[src/rtl/cofre_pkg.sv]
// Shared types and 7-segment constants for the safe controller.
package cofre_pkg;

  typedef enum logic [1:0] {
    OCIOSO,
    AVALIA,
    ABERTO,
    BLOQUEIO
  } estado_t;

  typedef enum logic [1:0] {
    MODO_DIGITO,
    MODO_ABERTO,
    MODO_BLOQUEIO
  } modo_t;

  // Active-low {dp,g,f,e,d,c,b,a}, dp kept dark
  localparam logic [7:0] SEG_0 = 8'hC0;
  localparam logic [7:0] SEG_1 = 8'hF9;
  localparam logic [7:0] SEG_2 = 8'hA4;
  localparam logic [7:0] SEG_3 = 8'hB0;
  localparam logic [7:0] SEG_4 = 8'h99;
  localparam logic [7:0] SEG_5 = 8'h92;
  localparam logic [7:0] SEG_6 = 8'h82;
  localparam logic [7:0] SEG_7 = 8'hF8;
  localparam logic [7:0] SEG_A = 8'h88;
  localparam logic [7:0] SEG_B = 8'h83;

  localparam int unsigned DIFF_PERTO = 3;

  function automatic logic [7:0] seg_digito(input logic [2:0] v);
    logic [7:0] s;
    case (v)
      3'd0:    s = SEG_0;
      3'd1:    s = SEG_1;
      3'd2:    s = SEG_2;
      3'd3:    s = SEG_3;
      3'd4:    s = SEG_4;
      3'd5:    s = SEG_5;
      3'd6:    s = SEG_6;
      default: s = SEG_7;
    endcase
    return s;
  endfunction

endpackage

[src/rtl/cofre_controlador_decodificador_7seg.sv]
// Display decoder: digit, 'A' (open) or 'b' (locked); the parent registers the result.
module decodificador_7seg
  import cofre_pkg::*;
(
  input  logic [2:0] valor,
  input  modo_t      modo,
  output logic [7:0] seg
);

  always_comb begin
    seg = seg_digito(valor);
    case (modo)
      MODO_ABERTO:   seg = SEG_A;
      MODO_BLOQUEIO: seg = SEG_B;
      default:       seg = seg_digito(valor);
    endcase
  end

endmodule

[src/rtl/cofre_controlador.sv]
// Safe controller: attempt capture, verdict sampling, failure count, timed lockout, LEDs/display.
// Optional password change enabled by defining COFRE_TROCA_SENHA_EN.
module cofre_controlador
  import cofre_pkg::*;
#(
  parameter int unsigned MAX_TENT      = 3,
  parameter int unsigned LOCK_CICLOS   = 100,
  parameter logic [3:0]  SENHA_INICIAL = 4'd7
) (
  input  logic       clk,
  input  logic       rst,
  input  logic       confirmar,
  input  logic       fechar,
  input  logic [3:0] tentativa,
`ifdef COFRE_TROCA_SENHA_EN
  input  logic [3:0] nova_senha,
  input  logic       gravar,
`endif
  input  logic       cmp_igual,
  input  logic       cmp_perto,
  output logic [3:0] senha_atual,
  output logic [3:0] tentativa_reg,
  output logic       led0,
  output logic       led1,
  output logic       led2,
  output logic       bloqueado,
  output logic [2:0] restantes,
  output logic [7:0] display
);

  localparam int unsigned TW   = $clog2(LOCK_CICLOS);
  localparam logic [2:0]  MAX3 = 3'(MAX_TENT);

  estado_t       estado, estado_next;
  logic [3:0]    tent_next;
  logic [2:0]    falhas, falhas_next;
  logic [TW-1:0] timer, timer_next;
  logic          led0_next, led1_next, led2_next, bloq_next;
  logic [2:0]    rest_next;
  modo_t         modo_next;
  logic [7:0]    display_next;

`ifdef COFRE_TROCA_SENHA_EN
  logic [3:0] senha, senha_next;

  always_comb begin
    senha_next = senha;
    if (estado == ABERTO && gravar) senha_next = nova_senha;
  end

  always_ff @(posedge clk or posedge rst) begin
    if (rst) senha <= SENHA_INICIAL;
    else     senha <= senha_next;
  end

  assign senha_atual = senha;
`else
  assign senha_atual = SENHA_INICIAL;
`endif

  // State register; every output is a flop loaded from its *_next value
  always_ff @(posedge clk or posedge rst) begin
    if (rst) begin
      estado        <= OCIOSO;
      tentativa_reg <= '0;
      falhas        <= '0;
      timer         <= '0;
      led0          <= 1'b0;
      led1          <= 1'b0;
      led2          <= 1'b0;
      bloqueado     <= 1'b0;
      restantes     <= MAX3;
      display       <= seg_digito(MAX3);
    end else begin
      estado        <= estado_next;
      tentativa_reg <= tent_next;
      falhas        <= falhas_next;
      timer         <= timer_next;
      led0          <= led0_next;
      led1          <= led1_next;
      led2          <= led2_next;
      bloqueado     <= bloq_next;
      restantes     <= rest_next;
      display       <= display_next;
    end
  end

  always_comb begin
    estado_next = estado;
    tent_next   = tentativa_reg;
    falhas_next = falhas;
    timer_next  = timer;
    led0_next   = led0;
    led1_next   = led1;
    led2_next   = led2;
    case (estado)
      OCIOSO: begin
        if (confirmar) begin
          tent_next   = tentativa;
          led1_next   = 1'b0;
          led2_next   = 1'b0;
          estado_next = AVALIA;
        end
      end
      AVALIA: begin
        if (cmp_igual) begin
          falhas_next = '0;
          led0_next   = 1'b1;
          estado_next = ABERTO;
        end else begin
          led2_next   = 1'b1;
          led1_next   = cmp_perto;
          falhas_next = falhas + 3'd1;
          if (falhas + 3'd1 == MAX3) begin
            timer_next  = TW'(LOCK_CICLOS - 1);
            estado_next = BLOQUEIO;
          end else begin
            estado_next = OCIOSO;
          end
        end
      end
      ABERTO: begin
        if (fechar) begin
          led0_next   = 1'b0;
          estado_next = OCIOSO;
        end
      end
      BLOQUEIO: begin
        if (timer == '0) begin
          falhas_next = '0;
          led1_next   = 1'b0;
          led2_next   = 1'b0;
          estado_next = OCIOSO;
        end else begin
          timer_next = timer - TW'(1);
        end
      end
      default: estado_next = OCIOSO;
    endcase
  end

  // Outputs derived from the next state so they change on the same edge as the state
  always_comb begin
    bloq_next = (estado_next == BLOQUEIO);
    rest_next = (falhas_next >= MAX3) ? 3'd0 : MAX3 - falhas_next;
    case (estado_next)
      ABERTO:   modo_next = MODO_ABERTO;
      BLOQUEIO: modo_next = MODO_BLOQUEIO;
      default:  modo_next = MODO_DIGITO;
    endcase
  end

  decodificador_7seg u_dec (
    .valor (rest_next),
    .modo  (modo_next),
    .seg   (display_next)
  );

endmodule

[config.mk]
export PLATFORM = sky130hd
export DESIGN_NAME = cofre_controlador
export DESIGN_NICKNAME = d
export VERILOG_FILES = /design/src/rtl/cofre_pkg.sv /design/src/rtl/cofre_controlador_decodificador_7seg.sv /design/src/rtl/cofre_controlador.sv
export SDC_FILE = /design/constraint.sdc
export NUM_CORES = 1
export LEC_CHECK = 0
export CELL_PAD_IN_SITES_DETAIL_PLACEMENT = 1
export CELL_PAD_IN_SITES_GLOBAL_PLACEMENT = 1
export CORE_ASPECT_RATIO = 1.5
export CORE_UTILIZATION = 30
export CTS_BUF_LIST = sky130_fd_sc_hd__clkbuf_2
export DETAILED_ROUTE_END_ITERATION = 12
export PLACE_DENSITY_LB_ADDON = 0.3
export RECOVER_POWER = 50
export SLEW_MARGIN = 20
export SYNTH_ARGS = -nofsm -noshare
export SYNTH_HDL_FRONTEND = slang
export SYNTH_SLANG_ARGS = --single-unit
[constraint.sdc]
create_clock -name clk -period 2 [get_ports clk]
set_input_delay 0.2 -clock clk [delete_from_list [all_inputs] [get_ports clk]]
set_output_delay 0.2 -clock clk [all_outputs]
set_load 0.05 [all_outputs]
**Word level (Yosys, flattened, before mapping)**

Index checks and enable logic that the tools add are counted.
Widths: inputs -> output; s select.

- ROM bits: 0
- Input port bits: 10
- Word-level logic and storage cells: 71
- Register bits: 31
- Bits in writable memories: 0
- Memories kept: 0
- Latch bits: 0

- Multipliers: 0
- Equality and inequality tests: 21
- Bitwise operators: 0
- Div/mod/pow operators: 0
- Order comparisons: 1
- Add/subtract/negate cells: 3
- Multiplexer cells: 26
- Reductions and logical operators: 10
- Shift-type cells: 0

Operators by type and width:

| kind | number |
|---|---|
| $pmux 7 s7 | 1 |
| $mux 7 | 3 |
| $pmux 8 s2 | 1 |
| $ne 2x2->1 const B | 7 |
| $pmux 7 s2 | 1 |
| $eq 2x2->1 const B | 5 |
| $mux 2 | 5 |
| $eq 3x2->1 const B | 3 |
| $eq 3x3->1 const B | 3 |
| $mux 3 | 3 |
| $pmux 2 s4 | 1 |
| $reduce_and 4->1 | 2 |
| $logic_not 7->1 | 1 |
| $sub 7x1->7 const B | 1 |
| $mux 1 | 6 |
| $pmux 1 s3 | 2 |
| $pmux 3 s2 | 1 |
| $eq 2x1->1 const B | 2 |
| $pmux 2 s2 | 1 |
| $reduce_bool 2->1 | 2 |
| $add 3x1->3 const B | 1 |
| $eq 3x1->1 const B | 1 |
| $ge 3x2->1 const B | 1 |
| $logic_not 3->1 | 1 |
| 6 further kinds | 6 |

**Logic depth before layout (Yosys ltp)**

- Depth in word-level cells: 9
- Gate-level depth with buffers: 8
- Depth with buffers taken out: 8

**Hierarchy**

Synthesis repeated with hierarchy kept, for this count alone.

- Cells, all modules: 155
- Area total of the unflattened synthesis: 1,587.8 um2

Modules (own cells, without submodules):

| module | times used | area each (um2) | cells an instance |
|---|---|---|---|
| cofre_controlador | 1 | 1,385.1 | 126 |
| decodificador_7seg | 1 | 202.7 | 29 |

**Least setup slack after synthesis**

No wires, ideal clock.

- Path type: register to register
- From: register timer[0]
- To: register display[0]
- Slack: -0.162 ns
- Setup time: 0.067 ns
- Required time: 1.933 ns
- Stages on the path, launching flop included: 8
- Data arrival time: 2.095 ns
- Clock period less this slack: 2.162 ns
- Path buffers: 0
- Path through: dfrtp_1 > inv_1 > ha_1 > or3b_4 > or2_4 > a31o_4 > or4b_1 > nand2_1

- Word-level cells in the longest chain between the ends: 8
- Elaborated cells between the ends (all ways): 22

RTL lines:

| item | RTL line | RTL |
|---|---|---|
| start, declared | cofre_controlador.sv:37 | `logic [TW-1:0] timer, timer_next;` |
| start signal, assigned | cofre_controlador.sv:78 | `timer <= timer_next;` |
| $logic_not 7->1 * | cofre_controlador.sv:129 | `if (timer == '0) begin` |
| $mux 3 * | cofre_controlador.sv:129 |  |
| $pmux 3 s2 * | cofre_controlador.sv:96 | `case (estado)` |
| via falhas_next[0] | cofre_controlador.sv:36 | `logic [2:0] falhas, falhas_next;` |
| $sub 2x3->3 or $ge 3x2->1 (tied branches) | cofre_controlador.sv:145 | `rest_next = (falhas_next >= MAX3) ? 3'd0 : MAX3 - falhas_next;` |
| $mux 3 * | cofre_controlador.sv:145 |  |
| $eq 3x3->1, or another cell as far along | -- |  |
| $pmux 7 s7 * | cofre_pkg.sv:33 | `case (v)` |
| $pmux 8 s2 * | cofre_controlador_decodificador_7seg.sv:12 | `case (modo)` |
| via display_next[0] | cofre_controlador.sv:41 | `logic [7:0] display_next;` |
| end signal, assigned | cofre_controlador.sv:73 | `display <= seg_digito(MAX3);` |
| end signal, assigned | cofre_controlador.sv:84 | `display <= display_next;` |
| end, declared | cofre_controlador.sv:28 | `output logic [7:0] display` |

Mark *: on every way through the listed nets, which the timed path passes. The rest lies on a longest branch.
A chain may end at the register's enable or synchronous reset.

**Final worst setup path**

- From: register timer[1]
- To: register display[0]

The elaborated chain is that of the path after synthesis.

==> flow_metrics.tcl <==
set metrics [dict create \
    switching_share_pct 45.63 \
    synth_top_cell_by_area "dfrtp_1" \
    synth_most_common_cell "dfrtp_1" \
    slowest_stage "or4b_4" \
    drive_gt1_share_pct 30.27 \
    cp_slowest_stage_delay_ps 540 \
    intPower_mw 1.891 \
    rr_startpoint "timer[1]" \
    synth_compound_area_share_pct 9.944 \
    violations "DRC, capacitance limit, slew limit, setup timing" \
    status "finished with violations" \
    finalSetupViolCount 6 \
    post_drt_wl_per_cell_um 13.79 \
    fin_crit_sh_pct 108.6 \
    drv_slew 31 \
    vias 1107 \
    diodes 0 \
    numCtsBuffers 5 \
    syn_area_per_cell_sq_um 10.52 \
    synth_edf_count 0 \
    synth_area_leaders "dfrtp_1, dfstp_2, nand2_1, nor2_1, buf_4" \
    hold_path_depth 3 \
    synthCells 128 \
    worstRegToRegCells 7 \
    share_comb_of_total_power_pct 60.5 \
    netlist_area_sq_um 1346 \
    clk_path_buf_depth 2 \
    htree_levels 2 \
    synth_top_family_by_area "simple AND/OR/NAND/NOR gates" \
    rsz0062_at_grt "yes" \
    worstPathRequired_ps 2320 \
    cts_root_buffer "clkbuf_2" \
    cp.arrival_ps 2490 \
    finalWorstSetupSlack_ps -172.3 \
    yosys-top-cells-count "dfrtp_1, nand2_1, nor2_1" \
    worstSetupStartpointType "flop" \
    ys_ff_latch 30 \
    first_pass_iters 8 \
    tns_ps -651.9 \
    max_slew_margin_pct -7.798 \
    clkPwrFrac_pct 8.6 \
    crit_buf_inv 1 \
    die_y_um 84.05 \
    ys_seq_area_share_pct 56.13 \
    die_w_um 56.70 \
    routed_wl_um 3186 \
    place.port_buffers 27 \
    fin_skew_ps 9.961 \
    async_reset_ff_share_pct 100.0 \
    tritoncts "built" \
    hold_start "tentativa[3]" \
    grt_antenna_before_repair 0 \
    crit_start "timer[1]" \
    drt-initial-drc-count 44 \
    r2r_slack_ps -170 \
    post_drt_via_cell_ratio 4.792 \
    fmax_mhz 460.3 \
    io_pins 33 \
    overflow 0 \
    start_util_pct 31.44 \
    synth_xor_area_share_pct 2.602 \
    cts.clk_slew.worst_paths_ps 160 \
    insertion_delay_ps 360 \
    worst-path-max-fanout 3 \
    endpoint_kind "flop" \
    grt_pass1_vias 1213 \
    p_sw_mw 1.587 \
    grt_max_degree 31 \
    synth_top_area_share_pct 48.33 \
    ys_warn_count 0 \
    p_seq_share_pct 30.9 \
    ir_drop_mv 0.5944 \
    grt_pass1_wl_um 5671 \
    synthAdderAreaFrac_pct 2.788 \
    syn_to_final_growth_pct 43.59 \
    grt.total_usage_pct 15.63 \
    worst_pin_slew_ps 1617 \
    route.detailed.drc 2 \
    design_area_sq_um 1933 \
    cp_top_family "simple AND/OR/NAND/NOR gates" \
    coreArea_sq_um 4282 \
    ant_nets 0 \
    cellPowerDensity_nw_per_um2 1799 \
    crit_chain "inv_2, ha_4, or3b_4, or2_4, a31o_4, or4b_4, nand2_2" \
    placed_cell_area_sq_um 1805 \
    hold_viol 0 \
    crit_type "flop to flop" \
    dp.final_hpwl_um 2470 \
    dieArea_sq_um 4765 \
    leakagePower_nw 0.8908 \
    yosysUniqueCellTypes 39 \
    yosys.area_share.simple_pct 20.07 \
    cp.depth 7 \
    place.gp.congestion 0.7443 \
    ys.flop_type "dfrtp_1" \
    maxCapViolations 1 \
    min_path_type "primary input to flop" \
    muxShareOfSynthArea_pct 1.487 \
    clock_sinks 30 \
    rows 29 \
    period_minus_slack_ps 2172 \
    whs_endpoint "tentativa_reg[3]" \
    r2r_end "display[0]" \
    nets 197 \
]
## worst max-delay path by stage
stage | slack (ps) | end
4_1_cts | -170 | display[0]
5_1_grt | -210 | display[0]
3_3_place_gp | -100 | display[3]
3_5_place_dp | -160 | display[3]
2_1_floorplan | -130 | display[0]
6_report | -170 | display[0]
## stage by stage
stage	hold slack, ps	util [%]	worst slack (ps)	total power [mW]	instances
3_5_place_dp	474.9	42.17	-164.4	3.029	221
3_3_place_gp	460.8	42.17	-100.8	2.958	221
5_1_grt	351.2	45.15	-211.4	3.740	231
6_report	354.0	45.15	-172.3	3.478	231
2_1_floorplan	287.8	-	-134.0	2.242	132
4_1_cts	179.6	44.45	-173.8	3.498	230
## power groups by stage
stage / Clock (mW) / Combinational (mW) / Sequential, mW
floorplan: 0 / 0.680 / 1.56
global route: 0.345 / 2.28 / 1.12
global placement: 0 / 1.89 / 1.07
CTS: 0.319 / 2.10 / 1.08
detailed placement: 0 / 1.94 / 1.09
finish: 0.299 / 2.10 / 1.07
## layer usage
| metal | track usage, % | up-vias | routed length, um |
|---|---|---|---|
| met5 | 0 | - | 0 |
| met4 | 6.818 | 0 | 33 |
| met3 | 3.411 | 6 | 103 |
| met2 | 28.14 | 22 | 1833 |
| met1 | 17.13 | 552 | 1215 |
| li1 | - | 527 | - |
## area by class of cell
class	instances	area [sq um]
clock buffer	6	30.03
inverter	8	30.03
fill	487	2349
clock inverter	2	10.01
timing repair buffer	52	465.4
multi-input combinational	87	584.3
sequential	30	755.7
tap	46	57.56
## placed cells by master (no fill, tap or decap), drive strengths merged, types with 2 or more instances in the layout
cell type / count
nor3b: 3
buf: 24
dfrtp: 26
clkinv: 2
a31oi: 2
inv: 8
nand3: 2
clkdlybuf4s50: 26
or3b: 2
clkbuf: 7
dfstp: 4
nor3: 2
mux2i: 2
o21ai: 3
conb: 6
xnor2: 3
o21a: 2
or2: 2
nand2: 20
a21oi: 4
a31o: 3
nor2: 15
ha: 3
## worst register-to-register path, delay by kind of cell (launching register included)
kind | cells | cell delay (ps)
adders and majority gates | 1 | 120
AOI/OAI and AO/OA | 1 | 230
and+or+nand+nor | 4 | 1250
buffers and inverters | 1 | 80
DFF | 1 | 440
## cells by family after synthesis
family,after synthesis
and+or+nand+nor,54
DFF,30
AOI/OAI and AO/OA,18
buffers and inverters,15
xor gates and xnor gates,4
adders and majority gates,3
other,2
muxes,2
## timing repair
item                       4_1_cts  5_1_grt
gates resized for setup         14        5
hold buffers                     0        0
cloned                           0        0
pin swaps                        6        4
setup endpoints to repair        8        9
buffers inserted                 1        1
Note: power is estimated with default switching activity, not from simulation.
